[config.mk]
export PLATFORM = sky130hd
export DESIGN_NAME = pc_gen
export DESIGN_NICKNAME = d
export VERILOG_FILES = /design/src/rtl/cpu_fetch_pkg.sv /design/src/rtl/redir_arb.sv /design/src/rtl/pc_gen.sv
export SDC_FILE = /design/constraint.sdc
export NUM_CORES = 1
export LEC_CHECK = 0
export BUFFER_PORTS_ARGS = -buffer_cell sky130_fd_sc_hd__buf_2
export CORE_ASPECT_RATIO = 0.5
export CORE_MARGIN = 1
export CORE_UTILIZATION = 37
export DETAILED_ROUTE_END_ITERATION = 10
export GPL_ROUTABILITY_DRIVEN = 0
export SLEW_MARGIN = 40
export SYNTH_ARGS = -nofsm -noshare
export SYNTH_HDL_FRONTEND = slang
export SYNTH_SLANG_ARGS = --single-unit
[constraint.sdc]
create_clock -name clk -period 5.4 [get_ports clk]
set_input_delay 0.54 -clock clk [delete_from_list [all_inputs] [get_ports clk]]
set_output_delay 0.54 -clock clk [all_outputs]
set_load 0.02 [all_outputs]
[src/rtl/cpu_fetch_pkg.sv]
// Shared fetch-stage types and constants: PC type, PC generator states,
// boot address and the meaning of each redirect channel.
package cpu_fetch_pkg;

  typedef logic [31:0] pc_t;

  typedef enum logic [1:0] {
    BOOT = 2'd0,
    RUN  = 2'd1,
    PEND = 2'd2
  } pcgen_state_e;

  localparam pc_t RESET_PC_DEFAULT = 32'hbfc0_0000;

  // Redirect channels in priority order; a lower index wins.
  localparam int CH_TRAP       = 0;
  localparam int CH_MISPRED_NT = 1;
  localparam int CH_MISPRED_T  = 2;
  localparam int CH_JUMP_D     = 3;
  localparam int CH_PRED_D     = 4;

endpackage

[src/rtl/redir_arb.sv]
// Fixed-priority arbiter: the lowest-index valid request wins and its data is
// forwarded. Purely combinational so it can be shared with the refill path.
module redir_arb #(
  parameter int N_SRC  = 4,
  parameter int DATA_W = 32,
  localparam int IDX_W = (N_SRC > 1) ? $clog2(N_SRC) : 1
) (
  input  logic [N_SRC-1:0]        req_valid,
  input  logic [N_SRC*DATA_W-1:0] req_data,
  output logic                    win_valid,
  output logic [IDX_W-1:0]        win_idx,
  output logic [DATA_W-1:0]       win_pc
);

  // Walk from lowest to highest priority so the lowest valid index is left standing.
  always_comb begin
    win_valid = |req_valid;
    win_idx   = {IDX_W{1'b0}};
    win_pc    = {DATA_W{1'b0}};
    for (int i = N_SRC - 1; i >= 0; i--) begin
      win_idx = req_valid[i] ? IDX_W'(i) : win_idx;
      win_pc  = req_valid[i] ? req_data[DATA_W*i +: DATA_W] : win_pc;
    end
  end

endmodule

[src/rtl/pc_gen.sv]
// Fetch-stage PC generator: prioritised redirects, sequential fall-through,
// a pending-redirect buffer that survives stalls, and boot sequencing.
module pc_gen
  import cpu_fetch_pkg::*;
#(
  parameter int  FETCH_WIDTH = 2,
  parameter int  N_SRC       = 4,
  parameter pc_t RESET_PC    = RESET_PC_DEFAULT,
  localparam int SRC_W       = (N_SRC > 1) ? $clog2(N_SRC) : 1
) (
  input  logic                   clk,
  input  logic                   rst_n,
  input  logic                   stall_f,
  input  logic [N_SRC-1:0]       redir_valid,
  input  logic [N_SRC*32-1:0]    redir_pc,
  output logic [31:0]            pc_f,
  output logic                   fetch_valid_f,
  output logic [FETCH_WIDTH-1:0] slot_mask_f,
  output logic                   adel_f,
  output logic                   redir_applied,
  output logic [SRC_W-1:0]       redir_src
);

  localparam pc_t GB       = 32'(FETCH_WIDTH * 4);
  localparam pc_t GRP_MASK = ~(GB - 32'd1);

  pcgen_state_e     state_q, state_d;
  pc_t              pc_q, pc_d;
  logic             pend_v_q, pend_v_d;
  pc_t              pend_pc_q, pend_pc_d;
  logic [SRC_W-1:0] pend_idx_q, pend_idx_d;
  logic             applied_q, applied_d;
  logic [SRC_W-1:0] src_q, src_d;

  logic             win_valid;
  logic [SRC_W-1:0] win_idx;
  pc_t              win_pc;
  pc_t              seq_pc;
  pc_t              slot_idx;
  logic             take_new;

  redir_arb #(
    .N_SRC (N_SRC),
    .DATA_W(32)
  ) u_arb (
    .req_valid(redir_valid),
    .req_data (redir_pc),
    .win_valid(win_valid),
    .win_idx  (win_idx),
    .win_pc   (win_pc)
  );

  assign seq_pc   = (pc_q & GRP_MASK) + GB;
  assign take_new = win_valid && (!pend_v_q || (win_idx <= pend_idx_q));

  // Next-state and next-PC selection.
  always_comb begin
    state_d    = state_q;
    pc_d       = pc_q;
    pend_v_d   = pend_v_q;
    pend_pc_d  = pend_pc_q;
    pend_idx_d = pend_idx_q;
    applied_d  = 1'b0;
    src_d      = src_q;
    case (state_q)
      BOOT: begin
        if (win_valid) begin
          pend_v_d   = 1'b1;
          pend_pc_d  = win_pc;
          pend_idx_d = win_idx;
          state_d    = PEND;
        end else begin
          state_d    = RUN;
        end
      end
      RUN: begin
        if (!stall_f && win_valid) begin
          pc_d      = win_pc;
          applied_d = 1'b1;
          src_d     = win_idx;
        end else if (!stall_f) begin
          pc_d      = seq_pc;
        end else if (win_valid) begin
          pend_v_d   = 1'b1;
          pend_pc_d  = win_pc;
          pend_idx_d = win_idx;
          state_d    = PEND;
        end else begin
          state_d    = RUN;
        end
      end
      PEND: begin
        if (stall_f && take_new) begin
          pend_pc_d  = win_pc;
          pend_idx_d = win_idx;
        end else if (!stall_f) begin
          pc_d      = take_new ? win_pc : pend_pc_q;
          src_d     = take_new ? win_idx : pend_idx_q;
          applied_d = 1'b1;
          pend_v_d  = 1'b0;
          state_d   = RUN;
        end else begin
          state_d   = PEND;
        end
      end
      default: begin
        state_d  = BOOT;
        pend_v_d = 1'b0;
      end
    endcase
  end

  // State, PC and pending-buffer registers.
  always_ff @(posedge clk or negedge rst_n) begin
    if (!rst_n) begin
      state_q    <= BOOT;
      pc_q       <= RESET_PC;
      pend_v_q   <= 1'b0;
      pend_pc_q  <= 32'h0000_0000;
      pend_idx_q <= {SRC_W{1'b0}};
      applied_q  <= 1'b0;
      src_q      <= {SRC_W{1'b0}};
    end else begin
      state_q    <= state_d;
      pc_q       <= pc_d;
      pend_v_q   <= pend_v_d;
      pend_pc_q  <= pend_pc_d;
      pend_idx_q <= pend_idx_d;
      applied_q  <= applied_d;
      src_q      <= src_d;
    end
  end

  assign pc_f          = pc_q;
  assign fetch_valid_f = (state_q != BOOT);
  assign adel_f        = fetch_valid_f && (pc_q[1:0] != 2'b00);
  assign redir_applied = applied_q;
  assign redir_src     = src_q;

  // Slots before the entry slot of the group are not valid instructions.
  always_comb begin
    slot_idx = (pc_q >> 2'd2) & 32'(FETCH_WIDTH - 1);
    for (int i = 0; i < FETCH_WIDTH; i++) begin
      slot_mask_f[i] = fetch_valid_f && (32'(i) >= slot_idx);
    end
  end

endmodule

# Word level (Yosys, flattened, before mapping)
# Index checks and enable logic that the tools add are counted.
# word_totals
output_inout_bits	39
wordCells	85
input_bits	135
register_bits	72
# classes
eq_ne	9
n_addsub	1
muxes	45
reduce_logical	20
magnitude_cmp	3
# op_table
operator	n
$mux 32	13
$pmux 32 s3	1
$pmux 32 s2	1
$mux 2	17
$add 32x4->32 const B	1
$reduce_and 4->1	4
$ne 2x2->1 const B	6
$pmux 2 s3	2
$mux 1	8
$logic_and 1x1->1	6
$reduce_bool 2->1	3
$pmux 2 s2	1
$reduce_or 4->1	1
$ne 3x3->1 const B	1
$pmux 1 s3	1
$reduce_and 3->1	1
$reduce_bool 3->1	1
$eq 2x1->1 const B	1
$eq 2x2->1 const B	1
$ge 1x1->1 const A	2
$le 2x2->1	1
$logic_not 1->1	2
$logic_not 2->1	1
$pmux 1 s2	1
$logic_or 1x1->1	1

# Depth between registers and ports, before layout
# logic_depth
ltp_word	11
depth_mapped	15
depth_no_buf	10

# Hierarchy
# Synthesis repeated with hierarchy kept, for this count alone.
# hier_totals
cells_unflattened	600
hier_area_um2	5246.3
# by_module_without_submodules
module	area_each_um2	n_inst	cells_each	seq_area_each_um2
pc_gen	4424.2	1	476	1813.0
redir_arb	822.0	1	124	0.0

# Worst setup path before layout
# No wires, ideal clock.
# synth_path
kind	input port to flip-flop
from	input port redir_valid[2]
to	register pend_pc_q[11]
t_arrival_ns	2.960
t_required_ns	5.273
setup_slack_ns	2.313
setup_ns	0.127
path_buffers	5
path_stages	13
path_cell_list	buf_4 > buf_2 > buf_1 > o21ai_0 > inv_1 > ha_1 > nor2b_1 > o211ai_2 > nand2_1 > or3_1 > buf_2 > buf_6 > mux2_1
# synth_between
elab_chain_cells	9
word_cells_on_any_way	20
classes_between	order compare (1); eq/ne (2); mux (11); reduce/logical (6)
# synth_lines
item	line	rtl
start: declaration	pc_gen.sv:14	input logic [N_SRC-1:0] redir_valid,
$mux 2 (3 in series)	redir_arb.sv:21	win_idx = req_valid[i] ? IDX_W'(i) : win_idx;
$le 2x2->1	pc_gen.sv:54	assign take_new = win_valid && (!pend_v_q || (win_idx <= pend_idx_q));
$logic_or 1x1->1	pc_gen.sv:54	
$logic_and 1x1->1	pc_gen.sv:54	
$logic_and 1x1->1	pc_gen.sv:93	if (stall_f && take_new) begin
$ne 2x2->1 (no source line)	n/a	
$reduce_and 4->1 (no source line)	n/a	
end signal: assignment	pc_gen.sv:127	pend_pc_q <= pend_pc_d;
end: declaration	pc_gen.sv:30	pc_t pend_pc_q, pend_pc_d;
# Parallel ways exist; a longest one is shown, timed or not. The select of a mux whose other input is x is not followed.
# A chain may end at the register's enable or synchronous reset.

# Final worst setup path
# layout_path
from	input port redir_valid[2]
to	register pend_pc_q[31]
# Same word-level chain as after synthesis.

==> metrics.txt <==
outcome finished, final reports clean; Final setup violation count 0; Total GRT Usage 0.2473; share of cells above drive strength 1 0.3248; DP HPWL 11,810 um; vias in the first global route 4,495; Placement Cell Area between 5000 and 6000 um^2; PD cells 559.5 nW/um^2; Ant. Diodes 0; Yosys top cell area share 0.3327; Final min period approximately 3400 ps; final setup margin 1965 ps; Synth area leader dfrtp_1; die width roughly 160 um; wl on met1 ~8000 um; Ports 174; Logic pwr share 0.457; total number of vias a little over 5,000; Max Slew Vio Count 0; switching share of total power 0.4374; relative max-transition margin 0.4555; grt ovf 0; total core area ~12,000 um^2; setup TNS 0 ps; Syn Inst Count roughly 550; max cap viols 0; number of synthesized flops with an enable pin 0; ys async rst share 1.000; Synth Cell Area 4738 um^2; DRC viols 0; WP data required between 5000 and 6000 ps; Area growth syn-to-layout 26.33%; share of power burned in the clock network 0.211; num rows 28; WL/cell approximately 19 um; root buffer cell clkbuf_16; most used flip-flop cell after synthesis dfrtp_1; VDD IR max ~0.22 mV; share of the yosys chip area belonging to registers 0.3826; overall power 3.349 mW; post-layout util 0.4924; top layer in use met4; TritonCTS buffer count 9; Layout Cells excl Fill just under 900; Starting Density 0.3898; most frequent cells in the layout buf_2, dfrtp_1, o21ai_0; leakage 2.617 nW; RSZ-0062 raised after global routing no; sequential share of power 0.332; Synth Net Count between 600 and 700; Worst Path Max Fanout 36; CTS-repair resized insts 0; clock tree buffer depth 2; Worst EP arrival 3650 ps; Final #Nets around 840; setup repair bufs after CTS 0; final instance area 5986 um^2; H-tree levels 3; critical path type in -> reg; DRT Wirelength between 15,000 and 20,000 um; dpl cells approximately 850; CTS tree built; first-pass GRT wire length approximately 25,000 um; Slew @ Worst Pin approximately 820 ps; largest cells by area after synthesis dfrtp_1, o21ai_0, dfstp_2, a221oi_1, a21oi_1; Clock Latency Late Sink 340 ps; P_sw between 1 and 1.5 mW; CP Launch Type input port; Syn Area/Cell approximately 8.6 um^2; hold slack about 300 ps; die area approximately 13,000 um^2; clock transition at the registers of the reported paths 60 ps; clock sink total approximately 70; number of detailed-route iterations in the first pass 5; commonest non-fill, non-tap cell in the layout buf_2; met2 WL 7166 um; #FFs+latches synth 72; Hold Crit Class in -> async; initial antenna violation count 0; Netlist cell types 54; met3 wire length between 1000 and 1500 um; Hold Fails Final Rpt 0; Int Pwr roughly 1.9 mW; I/O Buffers 173; Yosys Warn Count 0; post-DR vias/cell just under 6; fin crit share 0.6361; Starting DRT DRC Count 336; Routed Antenna Nets 0; Hold-fix buffers, CTS 0; clk_skew 8.411 ps; largest net degree at the start of global routing 73; fmax between 0.2 and 0.3 GHz; pre-CTS setup slack approximately 1600 ps; Setup crit end kind flip-flop; die height ~82 um
[worst max-delay path, cell delays in order]
cell	delay, ps
buf_2	580
nor2b_2	90
o21ai_0	310
ha_1	300
a21boi_0	260
o211ai_2	150
nand2_1	110
or3_1	440
buf_4	460
mux2_2	380
[final timing paths]
path | to | from | depth (start not counted) | slack, ps
max in group asynchronous | pend_pc_q[15] | rst_n | 2 | 4610
worst max register to register | pend_pc_q[31] | state_q[0] | 8 | 2430
worst max-delay path | pend_pc_q[31] | redir_valid[2] | 10 | 1960
min in group clk | pend_pc_q[14] | pend_pc_q[14] | 2 | 480
worst min register to register | pend_pc_q[14] | pend_pc_q[14] | 2 | 480
worst min-delay path | pc_f[1] | rst_n | 2 | 300
[synthesized netlist by cell type (all sizes together) (2+ instances only)]
library cell,n
a22oi,3
nand4,11
o21ai,66
a311oi,2
and4,4
a2bb2oi,4
dfrtp,63
o21a,6
a211oi,2
a21oi,46
mux2,19
o22ai,16
and3,3
o31ai,2
o221ai,12
a221oi,29
inv,11
nand2b,3
dfstp,9
nor2,50
nor2b,4
a22o,4
or3,2
nand2,44
ha,7
a31oi,6
and2,4
nand3,10
nor3,25
a21o,2
nor3b,3
buf,29
a222oi,2
clkbuf,17
o31a,2
mux2i,2
nor4,5
a221o,14
[final cells by class]
type	count	area, um^2
Fill cell	1223	6171
Multi-Input combinational cell	422	2645
Sequential cell	72	1813
Timing Repair Buffer	181	929.6
Clock buffer	9	225.2
Tap cell	165	206.4
Clock inverter	7	125.1
Inverter	11	41.29
[state kept, by name (all words and copies together), names as in the netlist]
name	cells
redir_applied	1
state_q	2
pc_f	32
redir_src	2
pend_v_q	1
pend_idx_q	2
pend_pc_q	32
[per-layer routing]
layer  vias up  track usage
met3        15      0.04444
met5         -            0
met1      2466       0.3643
met4         0      0.05660
met2       178       0.3725
li1       2412            -
[power groups by stage]
stage	clock network, mW	logic, mW	registers (mW)
5_1_grt	0.736	1.69	1.15
4_1_cts	0.716	1.53	1.10
2_1_floorplan	0	0.986	1.19
6_report	0.706	1.53	1.11
3_5_place_dp	0	1.52	1.11
3_3_place_gp	0	1.50	1.10
[cell families after synthesis]
group	after synthesis	synth area share
compound gates	223	0.3156
buf+inv	57	0.06179
xor+xnor	2	0.003698
simple gates	169	0.1685
flops	72	0.3826
mux	21	0.04938
fa+ha+maj	7	0.01848
Power figures use the tool's default switching activity.
